[src/rtl/pinky_writeback.sv]
// PinKY stage 3: retires stage-2 results into the register file, owns the Z flag,
// redirects fetch on R15 writes, squashes wrong-path work and latches halt on SYS.
// Optional same-cycle forwarding ports are enabled with `define WB_BYPASS_EN.
module pinky_writeback #(
  parameter int SQUASH_DEPTH = 3
) (
  input  logic        clk,
  input  logic        reset,
  input  logic        valid_in,
  input  logic [6:0]  op_cc_in,
  input  logic [3:0]  dest_in,
  input  logic [15:0] value_in,
  input  logic [15:0] pc_in,
  output logic        wr_en,
  output logic [3:0]  wr_addr,
  output logic [15:0] wr_data,
  output logic        z_flag,
  output logic        redirect,
  output logic [15:0] redirect_pc,
  output logic        squash,
  output logic        halt,
  output logic [15:0] retired,
  output logic [15:0] last_pc
`ifdef WB_BYPASS_EN
  ,
  output logic        byp_valid,
  output logic [3:0]  byp_addr,
  output logic [15:0] byp_data
`endif
);

  localparam logic [4:0] OP_SYS  = 5'h13;
  localparam logic [1:0] CC_S    = 2'd1;
  localparam logic [3:0] REG_PC  = 4'd15;
  localparam logic [2:0] SQ_LOAD = 3'(SQUASH_DEPTH);

  logic [4:0]  opcode;
  logic [1:0]  cc;
  logic        is_write;
  logic        accept;

  logic        wr_en_q, wr_en_d;
  logic [3:0]  wr_addr_q, wr_addr_d;
  logic [15:0] wr_data_q, wr_data_d;
  logic        z_q, z_d;
  logic        redirect_q, redirect_d;
  logic [15:0] redirect_pc_q, redirect_pc_d;
  logic [2:0]  sq_cnt_q, sq_cnt_d;
  logic        halt_q, halt_d;
  logic [15:0] retired_q, retired_d;
  logic [15:0] last_pc_q, last_pc_d;

  assign opcode   = op_cc_in[6:2];
  assign cc       = op_cc_in[1:0];
  // Write class: 0x00-0x0E and 0x10-0x12; STR, SYS, NOP, reserved and PRE never write.
  assign is_write = (opcode <= 5'h0E) || ((opcode >= 5'h10) && (opcode <= 5'h12));
  assign accept   = valid_in && (sq_cnt_q == 3'd0) && !halt_q;

  always_comb begin
    wr_en_d       = accept && is_write;
    wr_addr_d     = wr_addr_q;
    wr_data_d     = wr_data_q;
    z_d           = z_q;
    redirect_d    = accept && is_write && (dest_in == REG_PC);
    redirect_pc_d = redirect_pc_q;
    sq_cnt_d      = sq_cnt_q;
    halt_d        = halt_q || (accept && (opcode == OP_SYS));
    retired_d     = retired_q;
    last_pc_d     = last_pc_q;

    if (accept) begin
      retired_d = retired_q + 16'd1;
      last_pc_d = pc_in;
    end
    if (wr_en_d) begin
      wr_addr_d = dest_in;
      wr_data_d = value_in;
      if (cc == CC_S) z_d = (value_in == 16'h0000);
    end
    if (redirect_d) redirect_pc_d = value_in;

    // Only valid slots consume the squash window; bubbles leave it untouched.
    if (redirect_d)
      sq_cnt_d = SQ_LOAD;
    else if (valid_in && (sq_cnt_q != 3'd0))
      sq_cnt_d = sq_cnt_q - 3'd1;
  end

  always_ff @(posedge clk) begin
    if (!reset) begin
      wr_en_q       <= 1'b0;
      wr_addr_q     <= 4'd0;
      wr_data_q     <= 16'd0;
      z_q           <= 1'b0;
      redirect_q    <= 1'b0;
      redirect_pc_q <= 16'd0;
      sq_cnt_q      <= 3'd0;
      halt_q        <= 1'b0;
      retired_q     <= 16'd0;
      last_pc_q     <= 16'd0;
    end else begin
      wr_en_q       <= wr_en_d;
      wr_addr_q     <= wr_addr_d;
      wr_data_q     <= wr_data_d;
      z_q           <= z_d;
      redirect_q    <= redirect_d;
      redirect_pc_q <= redirect_pc_d;
      sq_cnt_q      <= sq_cnt_d;
      halt_q        <= halt_d;
      retired_q     <= retired_d;
      last_pc_q     <= last_pc_d;
    end
  end

  assign wr_en       = wr_en_q;
  assign wr_addr     = wr_addr_q;
  assign wr_data     = wr_data_q;
  assign z_flag      = z_q;
  assign redirect    = redirect_q;
  assign redirect_pc = redirect_pc_q;
  assign squash      = (sq_cnt_q != 3'd0);
  assign halt        = halt_q;
  assign retired     = retired_q;
  assign last_pc     = last_pc_q;

`ifdef WB_BYPASS_EN
  // Same qualification as the write strobe, but from the live inputs.
  assign byp_valid = reset && accept && is_write;
  assign byp_addr  = dest_in;
  assign byp_data  = value_in;
`endif

endmodule
[config.mk]
export PLATFORM = sky130hd
export DESIGN_NAME = pinky_writeback
export DESIGN_NICKNAME = d
export VERILOG_FILES = /design/src/rtl/pinky_writeback.sv
export SDC_FILE = /design/constraint.sdc
export NUM_CORES = 1
export LEC_CHECK = 0
export CELL_PAD_IN_SITES_DETAIL_PLACEMENT = 0
export CELL_PAD_IN_SITES_GLOBAL_PLACEMENT = 1
export CORE_ASPECT_RATIO = 0.75
export CORE_MARGIN = 2
export CORE_UTILIZATION = 25
export CTS_CLUSTER_SIZE = 30
export DETAILED_ROUTE_END_ITERATION = 8
export GPL_TIMING_DRIVEN = 0
export PLACE_DENSITY = 0.65
export SYNTH_ARGS = -nofsm -noshare
export SYNTH_HDL_FRONTEND = slang
export SYNTH_SLANG_ARGS = --single-unit
[constraint.sdc]
create_clock -name clk -period 2.1 [get_ports clk]
set_input_delay 0.21 -clock clk [delete_from_list [all_inputs] [get_ports clk]]
set_output_delay 0.21 -clock clk [all_outputs]
set_load 0.1 [all_outputs]
---- Yosys cells after proc, flatten, opt, wreduce, memory -nomap -nowiden ----
Cells that the tools add are included.
word-level totals
  bits in registers ....................... 75
  output and inout port bits .............. 73
  logic and storage cells ................. 38
cells by class
  add/subtract/negate cells ............... 2
  $lt $le $gt $ge ......................... 3
  equality and inequality tests ........... 3
  mux-type cells .......................... 2
  bitwise operators ....................... 1
  reductions and logical operators ........ 16
operators by type and width
  cell                                                                              number
  16-bit by 1-bit adder with 16-bit output, second input constant                   1
  16-bit zero test                                                                  1
  1-bit logical AND                                                                 7
  5-bit equality test, second input constant                                        1
  5-bit greater-or-equal comparator, second input constant                          1
  5-bit by 4-bit less-or-equal comparator with 1-bit output, second input constant  1
  5-bit less-or-equal comparator, second input constant                             1
  4-bit equality test, second input constant                                        1
  2-bit 2-to-1 mux                                                                  2
  3-bit zero test                                                                   1
  3-bit nonzero test                                                                1
  3-bit by 1-bit subtractor with 3-bit output, second input constant                1
  2-bit by 1-bit equality test with 1-bit output, second input constant             1
  1-bit logical OR                                                                  2
  2-bit AND reduction                                                               1
  2-bit nonzero test                                                                1
  2-bit OR reduction                                                                1
  1-bit zero test                                                                   1
  1-bit NOT                                                                         1

---- Longest topological paths before layout ----
  depth in word-level cells ............... 6
  gate-level depth with buffers ........... 8
  depth with buffers taken out ............ 6

---- Worst setup path before layout ----
OpenSTA, ideal clock, no wires.
  kind .................................... register -> register
  start point ............................. register retired_q[3] (netlist: retired[3])
  end point ............................... register retired_q[13] (netlist: retired[13])
  arrival time ............................ 2.395 ns
  data required time ...................... 2.030 ns
  path slack .............................. -0.365 ns
  cell stages (with the launch flop) ...... 5
  path buffers ............................ 0
  clock period less this slack ............ 2.465 ns
  cells stage by stage .................... dfxtp_1 -> nand4_1 -> or2_2 -> or4_1 -> a21oi_1
between the ends
  word-level cells in the longest chain between the ends .. 1
RTL lines
  what                                      RTL line  source
  start: declaration                        50        logic [15:0] retired_q, retired_d;
  start signal: assignment                  110       retired_q <= retired_d;
  16-bit by 1-bit adder with 16-bit output  72        retired_d = retired_q + 16'd1;
No other way between the ends.
A chain may end at the register's enable or synchronous reset.

---- Worst setup path after layout ----
  start point ............................. register retired_q[5] (netlist: retired[5])
  end point ............................... output retired[5]
RTL lines
  what              RTL line  source
  end: declaration  22        output logic [15:0] retired,
No word-level cell between the ends.

==> metrics.md <==
| Metric | Value |
|---|---|
| Most frequent cells in the layout | `clkdlybuf4s50_1, dfxtp_1, nand2_1, nor2_1, a21oi_1` |
| Final critical-path required period | `slightly above 2 ns` |
| Initial antenna violation count | `0` |
| Commonest non-fill, non-tap cell in the layout | `clkdlybuf4s50_1` |
| Num CTS Buffers | `9` |
| Die Ht | `about 96 um` |
| Yosys warning total | `0` |
| Sink Count | `75` |
| Worst Setup End Kind | `output port` |
| Initial Utilization | `0.2569` |
| Tot Pwr | `~6 mW` |
| Final ANT Viol Nets | `0` |
| Average wire per standard cell | `approximately 15 um` |
| Fin. Hold Viols | `0` |
| H-tree depth | `3` |
| Max Fclk | `around 500 MHz` |
| Unique masters post-synth | `34` |
| Seq/Total Area, Yosys | `0.5322` |
| Total core area | `between 10000 and 15000 um^2` |
| FP Rows | `33` |
| Leakage power | `roughly 1.9 nW` |
| Vias per cell | `~4.5` |
| Crit path required time | `around 1.9 ns` |
| FF-to-FF path depth | `7` |
| CP arrival | `between 1.5 and 2 ns` |
| Largest stage delay, worst path | `about 1.2 ns` |
| DR vias | `2578` |
| Inserted Diodes | `0` |
| Max_cap viols | `0` |
| CP Launch Type | `flip-flop` |
| Share of cells above drive strength 1 | `0.1014` |
| Highest ir drop seen on vdd | `about 700 uV` |
| Min-delay worst type | `primary input to flip-flop` |
| Buf+Inv Stages, Crit Path | `1` |
| RSZ-0062 raised after global routing | `false` |
| Final setup fails | `0` |
| Syn_area_per_cell | `around 9.4 um^2` |
| Worst R2R Start | `sq_cnt_q[0]$_SDFFE_PN0P_` |
| Worst-path fanout max | `4` |
| First-pass GRT wire length | `around 13 mm` |
| Slowest stage cell on the critical path | `clkdlybuf4s50_1` |
| Final WL | `between 8 and 9 mm` |
| GP Congestion | `approximately 0.74` |
| Root Buffer Master | `clkbuf_16` |
| Nets | `about 480` |
| Synth Register Bits | `75` |
| Worst clock skew | `roughly 0.0055 ns` |
| Period utilisation layout | `0.9807` |
| TritonRoute pass-1 iters | `4` |
| CP cell instances | `clkdlybuf4s50_1` |
| CP startpoint | `retired[5]$_SDFFE_PN0P_` |
| Clk buf depth | `2` |
| Cell taking the most area after synthesis | `dfxtp_1` |
| Synth Instances | `around 300` |
| Largest net degree at the start of global routing | `13` |
| TNS Setup | `0 ns` |
| Worst skew pair latency | `0.33 ns` |
| Tot GR Track Use | `0.1420` |
| Die area | `around 12000 um^2` |
| Area contributors post-synth | `dfxtp_1, mux2i_1, nand2_1` |
| Max Slew Vio Count | `0` |
| Crit path to | `retired[5]` |
| Worst R2R End | `retired[15]$_SDFFE_PN0P_` |
| CP top delay family | `buffers and inverters` |
| Worst R2R Setup Slack | `0.10 ns` |
| Top-level I/O count | `~120` |
| Slew HR | `0.3196` |
| Status | `finished, final reports clean` |
| Tightest Pin Transition | `a little over 1 ns` |
| Stages on the worst setup path | `1` |
| Clock tree from TritonCTS | `yes` |
| Syn nets | `348` |
| HPWL Detailed | `between 6 and 7 mm` |
| Drt first-iter violations | `54` |
| Syn-to-layout area delta | `61.82%` |
| PD cells | `1295 nW/um^2` |
| Critical path class | `flip-flop to output port` |
| DRC | `0` |
| Overflow after GRT | `0` |
| Port bufs | `roughly 120` |
| Synth top area share | `0.5322` |
| Clk slew on worst S/H paths | `roughly 0.060 ns` |
| Vias in the first global route | `around 2.6k` |
| Die W | `roughly 130 um` |
| Netlist Area Pre-Place | `roughly 2800 um^2` |
## metal layers
metal	share of wire	vias to the layer above	track usage
met5	0	-	0
met4	0.016	0	0.05128
met3	0.079	13	0.06281
met2	0.41	73	0.2099
met1	0.50	1193	0.1843
li1	-	1299	-
## cell usage after synthesis
master	n
a41oi_1	1
a22o_1	16
nand2_1	47
ha_1	3
o211ai_2	1
nand2b_1	2
or3_1	1
xnor2_1	8
buf_2	4
nor3_1	7
nand4bb_1	1
dfxtp_1	75
or4_1	4
inv_1	5
clkbuf_1	8
and3_1	1
buf_1	3
nor2_1	35
xor2_1	2
or2_2	1
nor4_1	5
and4bb_2	1
a21o_1	2
nand4_1	4
nor3b_1	1
o21ai_0	4
nand4b_1	2
o21a_1	1
mux2i_1	23
or3_4	1
a21oi_1	24
nand3_1	3
nor3_2	1
o31ai_1	2
## layout make-up
cell class / count / area [um^2]
Fill cell: 1117 / 6417
Inverter: 5 / 18.77
Multi-Input combinational cell: 204 / 1269
Clock inverter: 5 / 77.57
Sequential cell: 75 / 1516
Tap cell: 140 / 175.2
Timing Repair Buffer: 120 / 1211
Buffer: 14 / 65.06
Clock buffer: 11 / 232.7
## sequential cells by signal, summed over array words and instances, names as in the netlist
name	flops
last_pc	16
redirect_pc	16
wr_data	16
halt	1
sq_cnt_q	3
wr_en	1
z_flag	1
redirect	1
retired	16
wr_addr	4
## cell families (layout without fill, tap and decap cells)
group / count (synthesis) / count (layout) / synth area share
compound gates: 51 / 51 / 0.1202
buf+inv: 20 / 155 / 0.02838
xor+xnor: 10 / 10 / 0.03104
flops: 75 / 75 / 0.5322
fa+ha+maj: 3 / 3 / 0.01331
simple gates: 117 / 117 / 0.1934
mux: 23 / 23 / 0.08160
## power breakdown
| group | total, mW | switching (mW) | internal, mW |
|---|---|---|---|
| Clock | 1.61 | 0.576 | 1.04 |
| Combinational | 2.59 | 1.88 | 0.704 |
| Sequential | 1.71 | 0.100 | 1.61 |
| Total | 5.91 | 2.56 | 3.35 |
## worst min path at each step
stage	start	to	depth (start not counted)
after floorplan	reset	sq_cnt_q[0]$_SDFFE_PN0P_	1
after global placement	last_pc[3]$_SDFFE_PN0P_	last_pc[3]$_SDFFE_PN0P_	2
after detailed placement	last_pc[10]$_SDFFE_PN0P_	last_pc[10]$_SDFFE_PN0P_	2
after CTS	pc_in[11]	last_pc[11]$_SDFFE_PN0P_	3
after global routing	pc_in[12]	last_pc[12]$_SDFFE_PN0P_	3
final	pc_in[11]	last_pc[11]$_SDFFE_PN0P_	3
## timing repair
item,in CTS,in global routing
pin swaps,1,0
cloned,0,0
buffers inserted,1,1
endpoints found under the setup margin,26,28
gates resized for setup,12,14
hold buffers,0,0
hold endpoints to repair,0,0
## per-stage QoR
step / area, um^2 / cells / hold WS [ns] / util / setup WS [ns]
2_1_floorplan: 2836 / 299 / 0.3203 / - / 0.04942
3_3_place_gp: 4193 / 557 / 0.4419 / 0.3818 / -0.3593
3_5_place_dp: 4193 / 557 / 0.4508 / 0.3818 / -0.3513
4_1_cts: 4528 / 574 / 0.4128 / 0.4123 / 0.008083
5_1_grt: 4566 / 574 / 0.4152 / 0.4157 / 0.004391
6_report: 4566 / 574 / 0.4234 / 0.4157 / 0.04045
Power figures use the tool's default switching activity.
